==> config.mk <==
export PLATFORM = sky130hd
export DESIGN_NAME = multicycle_control
export DESIGN_NICKNAME = d
export VERILOG_FILES = /design/src/rtl/arm_ctrl_pkg.sv /design/src/rtl/multicycle_control_cond_check.sv /design/src/rtl/multicycle_control.sv
export SDC_FILE = /design/constraint.sdc
export NUM_CORES = 1
export LEC_CHECK = 0
export BUFFER_PORTS_ARGS = -buffer_cell sky130_fd_sc_hd__buf_4
export CAP_MARGIN = 20
export CORE_AREA = 2 2 55 57
export CTS_CLUSTER_DIAMETER = 40
export DETAILED_ROUTE_END_ITERATION = 12
export DIE_AREA = 0 0 57 59
export PLACE_DENSITY_LB_ADDON = 0.08
export SKIP_LAST_GASP = 1
export SLEW_MARGIN = 20
export SYNTH_ARGS = -nofsm -noshare
export SYNTH_HDL_FRONTEND = slang
export SYNTH_SLANG_ARGS = --single-unit
==> constraint.sdc <==
create_clock -name clk -period 1.7 [get_ports clk]
set_input_delay 0 -clock clk [delete_from_list [all_inputs] [get_ports clk]]
set_output_delay 0 -clock clk [all_outputs]
set_load 0.005 [all_outputs]
==> src/rtl/arm_ctrl_pkg.sv <==
`default_nettype none
// ============================================================================
// Module   : arm_ctrl_pkg
// Brief    : Shared encodings for the micro ARM multicycle sequencer.
// Revision : 1.0 - initial release
// ============================================================================
package arm_ctrl_pkg;

  localparam logic [1:0] c_OP_DP  = 2'b00;
  localparam logic [1:0] c_OP_MEM = 2'b01;
  localparam logic [1:0] c_OP_B   = 2'b10;
  localparam logic [1:0] c_OP_ILL = 2'b11;

  localparam logic [3:0] c_CMD_AND = 4'b0000;
  localparam logic [3:0] c_CMD_SUB = 4'b0010;
  localparam logic [3:0] c_CMD_ADD = 4'b0100;
  localparam logic [3:0] c_CMD_ORR = 4'b1100;

  localparam logic [3:0] c_COND_EQ = 4'b0000;
  localparam logic [3:0] c_COND_NE = 4'b0001;
  localparam logic [3:0] c_COND_CS = 4'b0010;
  localparam logic [3:0] c_COND_CC = 4'b0011;
  localparam logic [3:0] c_COND_MI = 4'b0100;
  localparam logic [3:0] c_COND_PL = 4'b0101;
  localparam logic [3:0] c_COND_VS = 4'b0110;
  localparam logic [3:0] c_COND_VC = 4'b0111;
  localparam logic [3:0] c_COND_HI = 4'b1000;
  localparam logic [3:0] c_COND_LS = 4'b1001;
  localparam logic [3:0] c_COND_GE = 4'b1010;
  localparam logic [3:0] c_COND_LT = 4'b1011;
  localparam logic [3:0] c_COND_GT = 4'b1100;
  localparam logic [3:0] c_COND_LE = 4'b1101;
  localparam logic [3:0] c_COND_AL = 4'b1110;
  localparam logic [3:0] c_COND_NV = 4'b1111;

  localparam logic [1:0] c_ALU_ADD = 2'b00;
  localparam logic [1:0] c_ALU_SUB = 2'b01;
  localparam logic [1:0] c_ALU_AND = 2'b10;
  localparam logic [1:0] c_ALU_ORR = 2'b11;

  localparam logic [1:0] c_RES_ALUOUT = 2'b00;
  localparam logic [1:0] c_RES_DATA   = 2'b01;
  localparam logic [1:0] c_RES_ALU    = 2'b10;

  localparam logic [1:0] c_SRCB_REG  = 2'b00;
  localparam logic [1:0] c_SRCB_IMM  = 2'b01;
  localparam logic [1:0] c_SRCB_FOUR = 2'b10;

  localparam int unsigned c_FLAG_N = 3;
  localparam int unsigned c_FLAG_Z = 2;
  localparam int unsigned c_FLAG_C = 1;
  localparam int unsigned c_FLAG_V = 0;

  typedef enum logic [3:0] {
    S_FETCH  = 4'd0,
    S_DECODE = 4'd1,
    S_MEMADR = 4'd2,
    S_MEMRD  = 4'd3,
    S_MEMWB  = 4'd4,
    S_MEMWR  = 4'd5,
    S_EXECR  = 4'd6,
    S_EXECI  = 4'd7,
    S_ALUWB  = 4'd8,
    S_BRANCH = 4'd9
  } state_t;

  typedef enum logic [1:0] {
    UPD_NONE = 2'd0,
    UPD_NZ   = 2'd1,
    UPD_NZCV = 2'd2
  } flag_upd_t;

  typedef struct packed {
    logic [1:0] alu_ctrl;
    flag_upd_t  upd;
  } cmd_dec_t;

  // Unknown commands still execute as ADD but never touch the flags.
  function automatic cmd_dec_t decode_cmd(input logic [3:0] cmd);
    cmd_dec_t d;
    d.alu_ctrl = c_ALU_ADD;
    d.upd      = UPD_NONE;
    case (cmd)
      c_CMD_ADD: begin d.alu_ctrl = c_ALU_ADD; d.upd = UPD_NZCV; end
      c_CMD_SUB: begin d.alu_ctrl = c_ALU_SUB; d.upd = UPD_NZCV; end
      c_CMD_AND: begin d.alu_ctrl = c_ALU_AND; d.upd = UPD_NZ;   end
      c_CMD_ORR: begin d.alu_ctrl = c_ALU_ORR; d.upd = UPD_NZ;   end
      default:   begin d.alu_ctrl = c_ALU_ADD; d.upd = UPD_NONE; end
    endcase
    return d;
  endfunction

endpackage
`default_nettype wire

==> src/rtl/multicycle_control_cond_check.sv <==
`default_nettype none
// ============================================================================
// Module   : cond_check
// Brief    : ARM condition-code evaluation against registered NZCV.
// Revision : 1.0 - initial release
// ============================================================================
module cond_check
  import arm_ctrl_pkg::*;
(
  input  logic [3:0] cond,
  input  logic [3:0] flags,
  output logic       ce
);

  logic w_n, w_z, w_c, w_v, w_ge;

  assign w_n  = flags[c_FLAG_N];
  assign w_z  = flags[c_FLAG_Z];
  assign w_c  = flags[c_FLAG_C];
  assign w_v  = flags[c_FLAG_V];
  assign w_ge = (w_n == w_v);

  always_comb begin
    ce = 1'b0;
    case (cond)
      c_COND_EQ: ce = w_z;
      c_COND_NE: ce = ~w_z;
      c_COND_CS: ce = w_c;
      c_COND_CC: ce = ~w_c;
      c_COND_MI: ce = w_n;
      c_COND_PL: ce = ~w_n;
      c_COND_VS: ce = w_v;
      c_COND_VC: ce = ~w_v;
      c_COND_HI: ce = w_c & ~w_z;
      c_COND_LS: ce = ~w_c | w_z;
      c_COND_GE: ce = w_ge;
      c_COND_LT: ce = ~w_ge;
      c_COND_GT: ce = ~w_z & w_ge;
      c_COND_LE: ce = w_z | ~w_ge;
      c_COND_AL: ce = 1'b1;
      default:   ce = 1'b0;
    endcase
  end

endmodule
`default_nettype wire

==> src/rtl/multicycle_control.sv <==
`default_nettype none
// ============================================================================
// Module   : multicycle_control
// Brief    : Moore FSM sequencer with NZCV flags register and condition gating.
// Revision : 1.0 - initial release
// ============================================================================
module multicycle_control
  import arm_ctrl_pkg::*;
(
  input  logic       clk,
  input  logic       rst,
  input  logic [3:0] cond,
  input  logic [1:0] op,
  input  logic [5:0] funct,
  input  logic [3:0] rd,
  input  logic [3:0] alu_flags,
  output logic       pc_we,
  output logic       adr_src,
  output logic       ir_we,
  output logic       mem_we,
  output logic       reg_we,
  output logic [1:0] result_src,
  output logic       alu_src_a,
  output logic [1:0] alu_src_b,
  output logic [1:0] imm_src,
  output logic [1:0] reg_src,
  output logic [1:0] alu_ctrl,
  output logic [3:0] flags,
  output logic       instr_done
);

  state_t     r_state;
  state_t     w_next;
  logic [3:0] r_flags;
  logic       r_ce;
  logic       w_ce_now;
  logic       w_flag_we;
  logic [3:0] w_flags_next;
  logic       w_imm;
  logic       w_s_or_l;
  logic       w_pc_dest;
  cmd_dec_t   w_cmd;

  cond_check u_cond_check (
    .cond  (cond),
    .flags (r_flags),
    .ce    (w_ce_now)
  );

  assign w_imm     = funct[5];
  assign w_s_or_l  = funct[0];
  assign w_pc_dest = (rd == 4'd15);
  assign w_cmd     = decode_cmd(funct[4:1]);

  assign flags   = r_flags;
  assign imm_src = op;
  assign reg_src = {(op == c_OP_MEM) && !w_s_or_l, (op == c_OP_B)};

  // ce is frozen at the end of DECODE so the instruction's own flag
  // update in EXEC cannot change its writeback gating in ALUWB.
  always_ff @(posedge clk) begin
    if (rst) begin
      r_state <= S_FETCH;
      r_flags <= 4'b0000;
      r_ce    <= 1'b0;
    end else begin
      r_state <= w_next;
      if (r_state == S_DECODE) r_ce <= w_ce_now;
      if (w_flag_we) r_flags <= w_flags_next;
    end
  end

  always_comb begin
    w_flags_next = r_flags;
    if (w_cmd.upd == UPD_NZCV) begin
      w_flags_next = alu_flags;
    end else if (w_cmd.upd == UPD_NZ) begin
      w_flags_next[c_FLAG_N] = alu_flags[c_FLAG_N];
      w_flags_next[c_FLAG_Z] = alu_flags[c_FLAG_Z];
    end
  end

  always_comb begin
    w_next     = r_state;
    pc_we      = 1'b0;
    adr_src    = 1'b0;
    ir_we      = 1'b0;
    mem_we     = 1'b0;
    reg_we     = 1'b0;
    result_src = c_RES_ALUOUT;
    alu_src_a  = 1'b0;
    alu_src_b  = c_SRCB_REG;
    alu_ctrl   = c_ALU_ADD;
    instr_done = 1'b0;
    w_flag_we  = 1'b0;

    case (r_state)
      S_FETCH: begin
        w_next     = S_DECODE;
        ir_we      = 1'b1;
        pc_we      = 1'b1;
        alu_src_a  = 1'b1;
        alu_src_b  = c_SRCB_FOUR;
        result_src = c_RES_ALU;
      end
      S_DECODE: begin
        alu_src_a  = 1'b1;
        alu_src_b  = c_SRCB_FOUR;
        result_src = c_RES_ALU;
        case (op)
          c_OP_MEM: w_next = S_MEMADR;
          c_OP_DP:  w_next = w_imm ? S_EXECI : S_EXECR;
          c_OP_B:   w_next = S_BRANCH;
          default: begin
            w_next     = S_FETCH;
            instr_done = 1'b1;
          end
        endcase
      end
      S_MEMADR: begin
        w_next    = w_s_or_l ? S_MEMRD : S_MEMWR;
        alu_src_b = c_SRCB_IMM;
      end
      S_MEMRD: begin
        w_next  = S_MEMWB;
        adr_src = 1'b1;
      end
      S_MEMWB: begin
        w_next     = S_FETCH;
        result_src = c_RES_DATA;
        reg_we     = r_ce;
        pc_we      = r_ce && w_pc_dest;
        instr_done = 1'b1;
      end
      S_MEMWR: begin
        w_next     = S_FETCH;
        adr_src    = 1'b1;
        mem_we     = r_ce;
        instr_done = 1'b1;
      end
      S_EXECR, S_EXECI: begin
        w_next    = S_ALUWB;
        alu_src_b = (r_state == S_EXECI) ? c_SRCB_IMM : c_SRCB_REG;
        alu_ctrl  = w_cmd.alu_ctrl;
        w_flag_we = w_s_or_l && r_ce && (w_cmd.upd != UPD_NONE);
      end
      S_ALUWB: begin
        w_next     = S_FETCH;
        reg_we     = r_ce;
        pc_we      = r_ce && w_pc_dest;
        instr_done = 1'b1;
      end
      S_BRANCH: begin
        w_next     = S_FETCH;
        alu_src_b  = c_SRCB_IMM;
        result_src = c_RES_ALU;
        pc_we      = r_ce;
        instr_done = 1'b1;
      end
      default: w_next = S_FETCH;
    endcase

    // No architectural side effect may escape while reset is held.
    if (rst) begin
      pc_we      = 1'b0;
      ir_we      = 1'b0;
      mem_we     = 1'b0;
      reg_we     = 1'b0;
      instr_done = 1'b0;
      w_flag_we  = 1'b0;
    end
  end

endmodule
`default_nettype wire

# Word-level counts from Yosys, hierarchy flattened
# Cells that the tools add are included.
dict set report totals {
  in_bits 22
  output_inout_bits 21
  reg_bits 9
  word_cells 93
}
dict set report op_classes {
  n_bitwise 9
  n_reduce_logical 21
  eq_ne 32
  n_mux 27
}
# cell count
set ops {}
lappend ops {{$eq 4x4->1 const B} 11}
lappend ops {{$eq 4x3->1 const B} 9}
lappend ops {{$eq 4x2->1 const B} 5}
lappend ops {{$pmux 4 s5} 1}
lappend ops {{$pmux 4 s4} 1}
lappend ops {{$mux 1} 15}
lappend ops {{$pmux 1 s15} 1}
lappend ops {{$logic_not 4->1} 3}
lappend ops {{$pmux 4 s3} 1}
lappend ops {{$reduce_or 2->1} 5}
lappend ops {{$eq 4x1->1 const B} 2}
lappend ops {{$mux 2} 3}
lappend ops {{$pmux 2 s3} 1}
lappend ops {{$reduce_or 3->1} 2}
lappend ops {{$not 1->1} 5}
lappend ops {{$eq 2x1->1 const B} 2}
lappend ops {{$eq 2x2->1 const B} 2}
lappend ops {{$logic_and 1x1->1} 4}
lappend ops {{$pmux 2 s2} 1}
lappend ops {{$reduce_and 2->1} 2}
lappend ops {{$reduce_bool 2->1} 2}
lappend ops {{$reduce_or 4->1} 1}
lappend ops {{$mux 3} 1}
lappend ops {{$pmux 1 s3} 1}
lappend ops {{other kinds (6)} 8}

# Longest topological paths before layout
dict set report depth {
  depth_word 7
  ltp_mapped 8
  ltp_nobuf 8
}

# Hierarchy
# From an unflattened synthesis, not the netlist that was laid out.
dict set report hier_totals {
  hier_cells 120
  hier_area_um2 969.7
}
# module seq_area_each_um2 area_per_inst_um2 n_inst cells_per_inst
set modules_own_cells {}
lappend modules_own_cells {multicycle_control 180.2 775.7 1 92}
lappend modules_own_cells {cond_check 0.0 193.9 1 28}

# Worst setup path before layout
# No wires, ideal clock.
dict set report synth_path {
  path_kind {input port to flip-flop}
  start {input funct[3]}
  end {register r_flags[0] (netlist: flags[0])}
  t_required_ns 1.574
  path_buffers 0
  stages 8
  arrival_time_ns 1.358
  path_slack_ns 0.216
  setup_time_ns 0.126
  cell_sequence {xnor2_1 nor3_1 inv_1 ha_1 and4bb_2 or3b_1 mux2i_1 nor2_1}
}
dict set report synth_via {
  elab_chain_len 7
  word_cells_on_any_way 11
  classes_between {4 x eq/ne; 3 x mux; 4 x reduce/logical}
}
# item line
set synth_lines {}
lappend synth_lines {{start, declared} multicycle_control.sv:14} ;# input logic [5:0] funct,
lappend synth_lines {{$eq 4x4->1, or another cell as far along} arm_ctrl_pkg.sv:83} ;# case (cmd)
lappend synth_lines {{$pmux 4 s4 *} arm_ctrl_pkg.sv:83}
lappend synth_lines {{$reduce_bool 2->1} multicycle_control.sv:145} ;# w_flag_we = w_s_or_l && r_ce && (w_cmd.upd != UPD_NONE);
lappend synth_lines {{$logic_and 1x1->1} multicycle_control.sv:145}
lappend synth_lines {{$mux 1} multicycle_control.sv:97} ;# case (r_state)
lappend synth_lines {{$mux 1} multicycle_control.sv:164} ;# if (rst) begin
lappend synth_lines {{$reduce_and 2->1 (no source line) *} n/a}
lappend synth_lines {{end signal, assigned} multicycle_control.sv:69} ;# if (w_flag_we) r_flags <= w_flags_next;
lappend synth_lines {{end, declared} multicycle_control.sv:34} ;# logic [3:0] r_flags;
# Mark *: on every way between the ends. The rest lies on a longest branch, timed or not.
# A chain may end at the register's enable or synchronous reset.

# Final worst setup path
dict set report layout_path {
  start {register r_state[2]}
  end {output ir_we}
}
dict set report layout_via {
  elab_chain_len 3
}
# item line
set layout_lines {}
lappend layout_lines {{start, declared} multicycle_control.sv:32} ;# state_t r_state;
lappend layout_lines {{start signal, assigned} multicycle_control.sv:67} ;# r_state <= w_next;
lappend layout_lines {{$logic_not 4->1} multicycle_control.sv:97}
lappend layout_lines {{$mux 1} multicycle_control.sv:97}
lappend layout_lines {{$mux 1} multicycle_control.sv:164}
lappend layout_lines {{end, declared} multicycle_control.sv:19} ;# output logic ir_we,
# Every way passes these cells.

==> results.sh <==
export IMPL_outcome="completed"
export IMPL_netlist_area_um2=922.1
export IMPL_fp_coreArea_um2=2710
export IMPL_groute_usage_overall=0.1463
export IMPL_p_sw_frac=0.3055
export IMPL_vias=1055
export IMPL_cts_hold_buf=5
export IMPL_skew_ps=4.903
export IMPL_max_cap_violations=0
export IMPL_synth_simple_area_share=0.3731
export IMPL_power_density_nw_per_um2=469.5
export IMPL_nNetsFinal=190
export IMPL_p_comb_frac=0.374
export IMPL_grt_pass1_wl_um=3919
export IMPL_area_growth_syn_to_layout_pct=44.23
export IMPL_power_leakage_uw=0.0006093
export IMPL_viasPerCell=5.383
export IMPL_drc=0
export IMPL_cts_post_setup_buffers_inserted=0
export IMPL_die_area_um2=3363
export IMPL_port_buffers=42
export IMPL_critical_path_class="flip-flop to primary output"
export IMPL_arrival_ps=1510
export IMPL_ys_top_cells_by_area="dfxtp_1 (20%), mux2i_1 (6.5%), xnor2_1 (5.7%)"
export IMPL_drive_above_1_share=0.3515
export IMPL_nFillCells=290
export IMPL_finalCritPeriodShare=0.8860
export IMPL_highest_layer="met4"
export IMPL_num_antenna_cells=0
export IMPL_clk_pin_slew_ps=60
export IMPL_rsz0062_at_grt="no"
export IMPL_required_ps=1700
export IMPL_slew_headroom=0.7137
export IMPL_detail_route_wl_per_cell_um=12.26
export IMPL_register_area_um2=180.2
export IMPL_synth_edf_count=0
export IMPL_ys_seq_elements=9
export IMPL_die_width_um=57
export IMPL_worstSetupStartpointType="flip-flop"
export IMPL_critPathMaxFanout=8
export IMPL_synthArstFlopShare=0
export IMPL_cts_tree="done"
export IMPL_min_period_ps=1506
export IMPL_ys_warn_count=0
export IMPL_grt_antenna_before_repair=0
export IMPL_p_seq_frac=0.364
export IMPL_synth_cells=121
export IMPL_first_pass_iters=4
export IMPL_synth_compound_area_frac=0.1818
export IMPL_synth_xor_area_share=0.06649
export IMPL_first_iter_violations=21
export IMPL_dp_hpwl_um=1867
export IMPL_fmax_mhz=663.9
export IMPL_placed_cells=187
export IMPL_synthMuxAreaShare=0.06513
export IMPL_pwr_share_clk=0.263
export IMPL_grt_overflow_total=0
export IMPL_clock_sinks=9
export IMPL_start_util=0.3403
export IMPL_syn_num_nets=145
export IMPL_root_buffer="clkbuf_4"
export IMPL_multiInputGateArea_um2=658.1
export IMPL_hold_viol=0
export IMPL_syn_area_per_cell_um2=7.621
export IMPL_switching_power_uw=190.8
export IMPL_synth_main_ff_cell="dfxtp_1"
export IMPL_mostFrequentLayoutCells="buf_4 (48), nor2_1 (13), dfxtp_1 (9)"
export IMPL_post_cts_resized=0
export IMPL_gp_congestion=0.7760
export IMPL_std_cell_rows=19
export IMPL_die_h_um=59
export IMPL_setup_tns_ps=0
export IMPL_yosysSeqAreaShare=0.1954
export IMPL_ctsHtreeMaxLevel=1
export IMPL_synth_top_family_by_area="simple AND/OR/NAND/NOR gates"
export IMPL_io_pins=43
export IMPL_setup_viol=0
export IMPL_hold_class="primary input to flip-flop"
export IMPL_insertion_delay_ps=260
export IMPL_p_int_uw=433.7
export IMPL_final_cells=196
export IMPL_m1WireLength_um=1023
export IMPL_synth_fa_ha_area_frac=0.02714
export IMPL_final_common_cell="buf_4"
export IMPL_grt_max_degree=14
export IMPL_cts_buffers_inserted=3
export IMPL_drv_slew=0
export IMPL_synth_top_area_share=0.1954
export IMPL_route_met3_wl_um=166
export IMPL_first_global_vias=901
export IMPL_ant_nets=0
export IMPL_ys_types=46
export IMPL_worst_setup_path_end_kind="primary output"
export IMPL_synth_area_leader_cell="dfxtp_1"
export IMPL_vdd_ir_drop_worst_mv=0.2287
export IMPL_wl_um=2402
export IMPL_wl_met2_um=1177
export IMPL_clock_path_buffers=2
export IMPL_tightest_slew_ps=418.6
[power by group through the flow]
stage | combinational, uW | sequential, uW | clock [uW]
2_1_floorplan | 125 | 230 | 0
3_3_place_gp | 222 | 232 | 0
3_5_place_dp | 225 | 232 | 0
4_1_cts | 235 | 227 | 174
5_1_grt | 258 | 229 | 186
6_report | 233 | 227 | 164
[registers in the layout, indices dropped and copies added (netlist names)]
| signal | count |
|---|---|
| flags | 4 |
| r_ce | 1 |
| r_state | 4 |
[final cells by class]
cell class | count | area share
sequential | 9 | 0.1355
timing repair buffer | 53 | 0.3086
tap | 31 | 0.02916
inverter | 4 | 0.01129
clock inverter | 1 | 0.003763
clock buffer | 3 | 0.01693
multi-input combinational | 95 | 0.4948
[Yosys cell counts, types with 2 or more instances]
cell       n
a21oi_1    4
a31oi_1    2
and3b_1    2
and4_1     2
buf_2      4
buf_4      4
clkbuf_1   4
dfxtp_1    9
ha_1       2
inv_1      4
mux2i_1    6
nand2_1    7
nand2b_1   4
nand3_1    2
nand3b_1   2
nor2_1    13
nor2b_1    3
nor3_1     8
nor3b_1    2
nor4_1     2
o21ai_0    4
o32ai_1    2
xnor2_1    6
[metal layers]
layer  vias to the layer above  global-route usage
met5                         -                   0
met4                         0             0.06977
met3                         4             0.02183
met2                        34              0.2463
met1                       492              0.1840
li1                        525                   -
[metrics by stage]
step	hold slack [ps]	power, uW	instance area (um2)	setup slack (ps)	utilization
floorplan	33.03	354.7	922.1	215.8	-
global placement	215.6	454.3	1252	29.00	0.4621
detailed placement	216.2	457.6	1252	3.097	0.4621
finish	48.35	624.5	1330	193.8	0.4908
global route	71.63	673.1	1330	61.96	0.4908
CTS	42.93	636.5	1330	173.7	0.4908
[worst paths after layout]
path	from	endpoint	slack [ps]	depth (start not counted)
hold / removal	funct[5]	r_state[0]	50	3
setup reg to reg	flags[3]	r_ce	270	4
setup / recovery	r_state[2]	ir_we	190	4
hold reg to reg	flags[2]	flags[2]	580	2
[logic make-up (layout without fill, tap and decap cells)]
group / Yosys count / in the layout
mux: 6 / 6
flops: 9 / 9
fa+ha+maj: 2 / 2
compound gates: 23 / 23
buf+inv: 17 / 61
xor+xnor: 7 / 7
simple gates: 57 / 57
[critical path, cell delays in order, from the launching register on]
cell     delay, ps
dfxtp_1        360
buf_4          180
or3_1          410
nor3_1         160
buf_4          140
Power figures use the tool's default switching activity.
